**src/rtl/if_stage.sv**
```systemverilog
// Instruction-fetch stage and IF/ID pipeline register.
// Owns the PC, drives the synchronous instruction SRAM (1-cycle read latency),
// buffers one returned word across a stall, tracks branch delay slots and
// tags misaligned fetches as AdEL.
module if_stage #(
   parameter logic [31:0] RESET_PC = 32'hBFC0_0000,
   parameter logic [31:0] NOP_INST = 32'h0000_0000
) (
   input  logic        clk,
   input  logic        resetn,
   input  logic        stall,
   input  logic        flush,
   input  logic [31:0] flush_pc,
   input  logic        br_taken,
   input  logic [31:0] br_target,
   input  logic        id_is_branch,
   output logic        inst_sram_en,
   output logic [3:0]  inst_sram_wen,
   output logic [31:0] inst_sram_addr,
   output logic [31:0] inst_sram_wdata,
   input  logic [31:0] inst_sram_rdata,
   output logic        id_valid,
   output logic [31:0] id_pc,
   output logic [31:0] id_inst,
   output logic        id_adel,
   output logic        id_in_ds
);

   typedef enum logic {RUN, HOLD} state_t;

   state_t      state_q, state_d;
   logic [31:0] pc_q, pc_d;
   logic        req_v_q, req_v_d;
   logic [31:0] req_pc_q, req_pc_d;
   logic        req_adel_q, req_adel_d;
   logic [31:0] buf_q, buf_d;
   logic        buf_v_q, buf_v_d;
   logic        id_valid_q, id_valid_d;
   logic [31:0] id_pc_q, id_pc_d;
   logic [31:0] id_inst_q, id_inst_d;
   logic        id_adel_q, id_adel_d;
   logic        id_in_ds_q, id_in_ds_d;

   logic [31:0] faddr;
   logic        issue;

   // Fetch address select and SRAM request; flush also overrides stall here
   // so the restart address is actually read in the flush cycle.
   always_comb begin
      if (flush) begin
         faddr = flush_pc;
      end else if (br_taken && !stall) begin
         faddr = br_target;
      end else begin
         faddr = pc_q;
      end
      issue           = !stall || flush;
      inst_sram_addr  = faddr;
      inst_sram_en    = resetn && issue && (faddr[1:0] == 2'b00);
      inst_sram_wen   = '0;
      inst_sram_wdata = '0;
   end

   // Next-state logic: request tracking, stall buffer FSM and IF/ID advance.
   always_comb begin
      state_d    = state_q;
      pc_d       = pc_q;
      req_v_d    = req_v_q;
      req_pc_d   = req_pc_q;
      req_adel_d = req_adel_q;
      buf_d      = buf_q;
      buf_v_d    = buf_v_q;
      id_valid_d = id_valid_q;
      id_pc_d    = id_pc_q;
      id_inst_d  = id_inst_q;
      id_adel_d  = id_adel_q;
      id_in_ds_d = id_in_ds_q;

      if (issue) begin
         pc_d       = faddr + 32'd4;
         req_v_d    = 1'b1;
         req_pc_d   = faddr;
         req_adel_d = |faddr[1:0];
      end

      if (flush) begin
         id_valid_d = 1'b0;
         id_adel_d  = 1'b0;
         id_in_ds_d = 1'b0;
         buf_v_d    = 1'b0;
         state_d    = RUN;
      end else begin
         case (state_q)
            RUN: begin
               if (!stall) begin
                  id_valid_d = req_v_q;
                  id_pc_d    = req_pc_q;
                  id_inst_d  = req_adel_q ? NOP_INST : inst_sram_rdata;
                  id_adel_d  = req_v_q && req_adel_q;
                  id_in_ds_d = id_is_branch && id_valid_q;
               end else if (req_v_q) begin
                  buf_d   = inst_sram_rdata;
                  buf_v_d = 1'b1;
                  req_v_d = 1'b0;
                  state_d = HOLD;
               end
            end
            HOLD: begin
               // req_pc/req_adel still describe the buffered word here;
               // the new request overwrites them only at this edge.
               if (!stall) begin
                  id_valid_d = buf_v_q;
                  id_pc_d    = req_pc_q;
                  id_inst_d  = req_adel_q ? NOP_INST : buf_q;
                  id_adel_d  = req_adel_q;
                  id_in_ds_d = id_is_branch && id_valid_q;
                  buf_v_d    = 1'b0;
                  state_d    = RUN;
               end
            end
            default: state_d = RUN;
         endcase
      end
   end

   // State registers with asynchronous active-low reset.
   always_ff @(posedge clk or negedge resetn) begin
      if (!resetn) begin
         state_q    <= RUN;
         pc_q       <= RESET_PC;
         req_v_q    <= 1'b0;
         req_pc_q   <= '0;
         req_adel_q <= 1'b0;
         buf_q      <= '0;
         buf_v_q    <= 1'b0;
         id_valid_q <= 1'b0;
         id_pc_q    <= '0;
         id_inst_q  <= NOP_INST;
         id_adel_q  <= 1'b0;
         id_in_ds_q <= 1'b0;
      end else begin
         state_q    <= state_d;
         pc_q       <= pc_d;
         req_v_q    <= req_v_d;
         req_pc_q   <= req_pc_d;
         req_adel_q <= req_adel_d;
         buf_q      <= buf_d;
         buf_v_q    <= buf_v_d;
         id_valid_q <= id_valid_d;
         id_pc_q    <= id_pc_d;
         id_inst_q  <= id_inst_d;
         id_adel_q  <= id_adel_d;
         id_in_ds_q <= id_in_ds_d;
      end
   end

   // IF/ID outputs; a bubble or an AdEL-tagged fetch presents the NOP word.
   always_comb begin
      id_valid = id_valid_q;
      id_pc    = id_pc_q;
      id_adel  = id_adel_q;
      id_in_ds = id_in_ds_q;
      id_inst  = (id_valid_q && !id_adel_q) ? id_inst_q : NOP_INST;
   end

endmodule
```
**config.mk**
```make
export PLATFORM = sky130hd
export DESIGN_NAME = if_stage
export DESIGN_NICKNAME = d
export VERILOG_FILES = /design/src/rtl/if_stage.sv
export SDC_FILE = /design/constraint.sdc
export NUM_CORES = 1
export LEC_CHECK = 0
export ABC_CLOCK_PERIOD_IN_PS = 2090
export BUFFER_PORTS_ARGS = -buffer_cell sky130_fd_sc_hd__buf_2
export CORE_MARGIN = 2
export CORE_UTILIZATION = 30
export CTS_BUF_LIST = sky130_fd_sc_hd__clkbuf_4 sky130_fd_sc_hd__clkbuf_8
export DETAILED_ROUTE_END_ITERATION = 7
export PLACE_DENSITY = 0.59
export SYNTH_ARGS = -nofsm -noshare
export SYNTH_HDL_FRONTEND = slang
export SYNTH_SLANG_ARGS = --single-unit
```
**constraint.sdc**
```tcl
create_clock -name clk -period 2.09 [get_ports clk]
set_input_delay 0.3135 -clock clk [delete_from_list [all_inputs] [get_ports clk]]
set_output_delay 0.3135 -clock clk [all_outputs]
set_load 0.02 [all_outputs]
```
[Word level (Yosys, flattened, before mapping)]
Index checks and enable logic that the tools add are counted.
Word-level totals
  flip-flop bits (word level): 167
  word-level logic and storage cells: 73
Cells by class
  $add $sub $neg: 1
  eq/ne operators: 7
  mux-type cells: 34
  bitwise gates (word level): 3
  reductions and logical operators: 16
Operators by type and width (number)
  $mux W32: 8
  $pmux W32 S2: 1
  $add A32 B3 Y32 const B: 1
  $mux W1: 21
  $ne A3 B3 Y1 const B: 4
  $pmux W1 S2: 4
  $logic_and A1 B1 Y1: 6
  $reduce_and A3 Y1: 2
  $ne A2 B2 Y1 const B: 2
  $reduce_and A2 Y1: 2
  $reduce_and A4 Y1: 1
  $not A1 Y1: 3
  $logic_not A1 Y1: 2
  $logic_not A2 Y1: 1
  $ne A2 B1 Y1 const B: 1
  $reduce_or A2 Y1: 1
  $logic_or A1 B1 Y1: 1

[Logic depth before layout (Yosys ltp)]
  depth after elaboration: 7
  depth in mapped cells: 11
  gate-level depth less buffers: 8

[Worst setup path after synthesis]
No wires, ideal clock.
  path type: input to register
  from: in flush
  to: reg pc_q[20]
  data arrival time: 2.553 ns
  path slack: -0.590 ns
  stages: 9
  cells stage by stage: buf_2 -> clkbuf_1 -> buf_2 -> o21ai_0 -> ha_1 -> nand3_1 -> nor4b_1 -> nand2_1 -> xnor2_1
On the way
  longest elaborated chain between the ends: 2
  elaborated cells between the ends (all ways): 3
  classes of those cells: 1 x add/sub; 1 x mux; 1 x reduce/logical
Ends and longest elaborated chain
  start: declaration: line 12  | input logic flush,
  $mux W32: line 50  | if (flush) begin
  via inst_sram_addr[2]: line 19  | output logic [31:0] inst_sram_addr,
  $add A32 B3 Y32: line 80  | pc_d = faddr + 32'd4;
  end signal: assignment: line 143  | pc_q <= pc_d;
  end: declaration: line 32  | logic [31:0] pc_q, pc_d;
The timed path passes the listed nets, and every way through them passes these cells.
A chain may end at the register's enable or synchronous reset.

[Worst setup path after layout]
  from: in br_taken
  to: out inst_sram_addr[4]
On the way
  longest elaborated chain between the ends: 3
Ends and longest elaborated chain
  start: declaration: line 14  | input logic br_taken,
  $logic_and A1 B1 Y1: line 52  | end else if (br_taken && !stall) begin
  $mux W32: line 52
  $mux W32: line 50
  end: declaration: line 19
No other way between the ends.

==> impl_metrics.ini <==
[status]
status = completed

[setup_path]
r2r_cells = 8
endpoint_kind = primary output
crit_top_cell = buf_4
crit_slowest_cell = a311o_2
crit_type = primary input to primary output
rr_endpoint = pc_q[12]
cp-start-kind = primary input
critical_path_required_ns = 1.78
worstSetupStartpoint = br_taken
arrival_ns = 1.70
worst-r2r-setup-slack_ns = 0.23
critPathMaxFanout = 8
timing.rr.start = pc_q[3]
cp_slowest_stage_delay_ns = 0.43
cp_cell_sequence = buf_2, buf_4, nand2b_4, buf_6, buf_4, a311o_2, buf_4, buf_2

[detailed_routing]
wirelength_um = 24000
drc = 0
final_antenna_net_count = 0
route.vias.total = 6709
wl_per_cell_um = 16.4
first_iter_violations = 461
drtPass1Iterations = 4
vias_per_cell = 4.60

[clock_network]
numCtsBuffers = 17
cts_tree = done
cts.clk_slew.worst_paths_ns = 0.12
htree_levels = 4
cts_buffer_depth = 2
clk_latency_ns = 0.47
cts_sinks = 165
clockRootBuffer = clkbuf_8

[placement]
portBuffers = 201
dp_hpwl_um = 17500
place_area_mm2 = 0.0101
placed_cells_incl_taps = 1421
gp_congestion = 0.864

[synthesis]
syn_avg_cell_area_um2 = 9.86
synth-seq-area-share = 0.500
synth_edf_count = 0
ys_async_sr_fraction = 1.00
synth_seq_cells = 165
synthTopCellsByArea = dfrtp_1 (47%), nand2_1 (11%), mux2i_1 (4.6%)
synth_top_area_share = 0.472
synth.top_cells.by_count = nand2_1 (235), dfrtp_1 (156), and2_1 (57)
synth_cell_types = 54
synthesis.instances = 839
yosysTopAreaCell = dfrtp_1
yosysMostFrequentCell = nand2_1
ys.flop_type = dfrtp_1
synth_area_mm2 = 0.00828
yosys_warnings = 0

[min_path]
worstHoldPathType = primary input to register
whs_endpoint = buf_q[17]
worstHoldPathCells = 2
holdCritStartpoint = inst_sram_rdata[17]

[timing]
skew_ns = 0.0287
tightest_slew_ns = 1.21
final.period_utilization = 0.964
max_freq_ghz = 0.496
min_period_ns = 2.02
setup_violations = 0
grt_setup_unrepaired = false
finalHoldViolations = 0
final_max_slew_viol_count = 0
whs_ns = 0.0837
timing.slew.headroom = 0.193

[cells_and_area]
stdcell_count = 1458
diodes = 0
syn2layout_area_growth_pct = 28.4
finalInstanceArea_mm2 = 0.0106
nNetsFinal = 1207
drive_above_1_share = 0.377

[power_and_ir_drop]
swShare = 0.341
p_switching_mw = 2.79
cellPowerDensity_mw_per_mm2 = 769
p_seq_frac = 0.474
power_leakage_nw = 5.30
internal_power_mw = 5.39
comb_power_share = 0.234
ir_drop_uv = 360
p_clk_frac = 0.292

[floorplanning]
core-area_mm2 = 0.0270
num_rows = 60
die_w_um = 170
io_pins = 238
start_util = 0.306
chipHeight_um = 170
dieArea_mm2 = 0.0289

[flow_run]
cap_violations = 0

[global_route]
grt_pass1_vias = 6671
grt_pass1_wl_um = 37400
grt_overflow = 0
antenna_found_initial = 1
grt_use_total = 0.168
grt_start_max_net_pins = 114
## routing by layer
layer  GRT usage  wire length [um]  vias up
met5           0                13        -
met4      0.0386               294        2
met3      0.0405              1350       24
met2       0.270             11100      182
met1       0.230             11200     3213
li1            -                 -     3288
## cell type report
type / count / area (um2)
fill: 2724 / 16400
clock inverter: 15 / 183
multi-input combinational: 610 / 3780
sequential: 165 / 4140
tap: 341 / 427
inverter: 6 / 25.0
clock buffer: 17 / 234
timing repair buffer: 304 / 1840
## flip-flops by register name, summed over array words and instances, names as in the netlist
register / count
id_adel: 1
req_pc_q: 30
req_v_q: 1
id_inst_q: 32
pc_q: 32
buf_q: 32
id_pc: 32
id_valid: 1
id_in_ds: 1
req_adel_q: 1
buf_v_q: 1
state_q: 1
## what timing repair did
item,CTS,global route
pin swaps,1,3
resized for setup,4,8
hold endpoints to repair,22,0
endpoints found under the setup margin,2,6
setup buffers,2,2
hold buffers,1,0
## power by group through the flow
| stage | Sequential, mW | Clock, mW | Combinational [mW] |
|---|---|---|---|
| global route | 3.94 | 2.61 | 2.11 |
| floorplan | 4.02 | 0 | 1.06 |
| detailed placement | 3.94 | 0 | 1.90 |
| CTS | 3.88 | 2.47 | 1.92 |
| finish | 3.88 | 2.39 | 1.91 |
| global placement | 3.93 | 0 | 1.88 |
## how the worst max path moves through the flow
stage | end | slack, ns | cells past startpoint
CTS | inst_sram_en | 0.005 | 10
detailed placement | pc_q[29] | -0.27 | 8
floorplan | pc_q[20] | -0.04 | 10
finish | inst_sram_addr[4] | 0.07 | 8
global placement | pc_q[30] | -0.37 | 9
global route | inst_sram_en | 0.007 | 10
## metrics by stage
stage                util  setup TNS [ns]  power [mW]  setup slack, ns
floorplan               -          -0.172        5.09          -0.0438
global placement    0.374           -5.11        5.82           -0.368
detailed placement  0.374           -5.67        5.85           -0.271
CTS                 0.391               0        8.28          0.00520
global route        0.393               0        8.65          0.00723
finish              0.393               0        8.18           0.0743
## kinds of logic after synthesis
family          after synthesis  share of synthesized area
fa+ha+maj                     1                    0.00151
other cells                   1                   0.000453
compound gates               85                     0.0718
xor+xnor                     25                     0.0265
simple gates                392                      0.237
flops                       165                      0.500
buf+inv                      99                     0.0720
mux                          71                     0.0909
## cells in the final DEF, fill, tap and decap left out, types with 12 or more instances in the layout
master    netlist  final
buf_4          41     98
nand4_1        12     12
nor4bb_1       14     14
buf_2          12    198
conb_1          1     36
nand2_1       235    235
mux2i_1        38     36
dfrtp_1       156    155
mux2_2         33     33
clkbuf_8        0     17
nor2_1         22     20
o21ai_0        44     40
a311o_2        14     17
xnor2_1        20     20
and2_1         57     56
## critical path: cells and delay by family
family | cells | cell delay [ns]
AOI/OAI and AO/OA | 1 | 0.43
buffers and inverters | 6 | 0.89
and+or+nand+nor | 1 | 0.05
No activity file was read; power rests on OpenSTA's default activity.
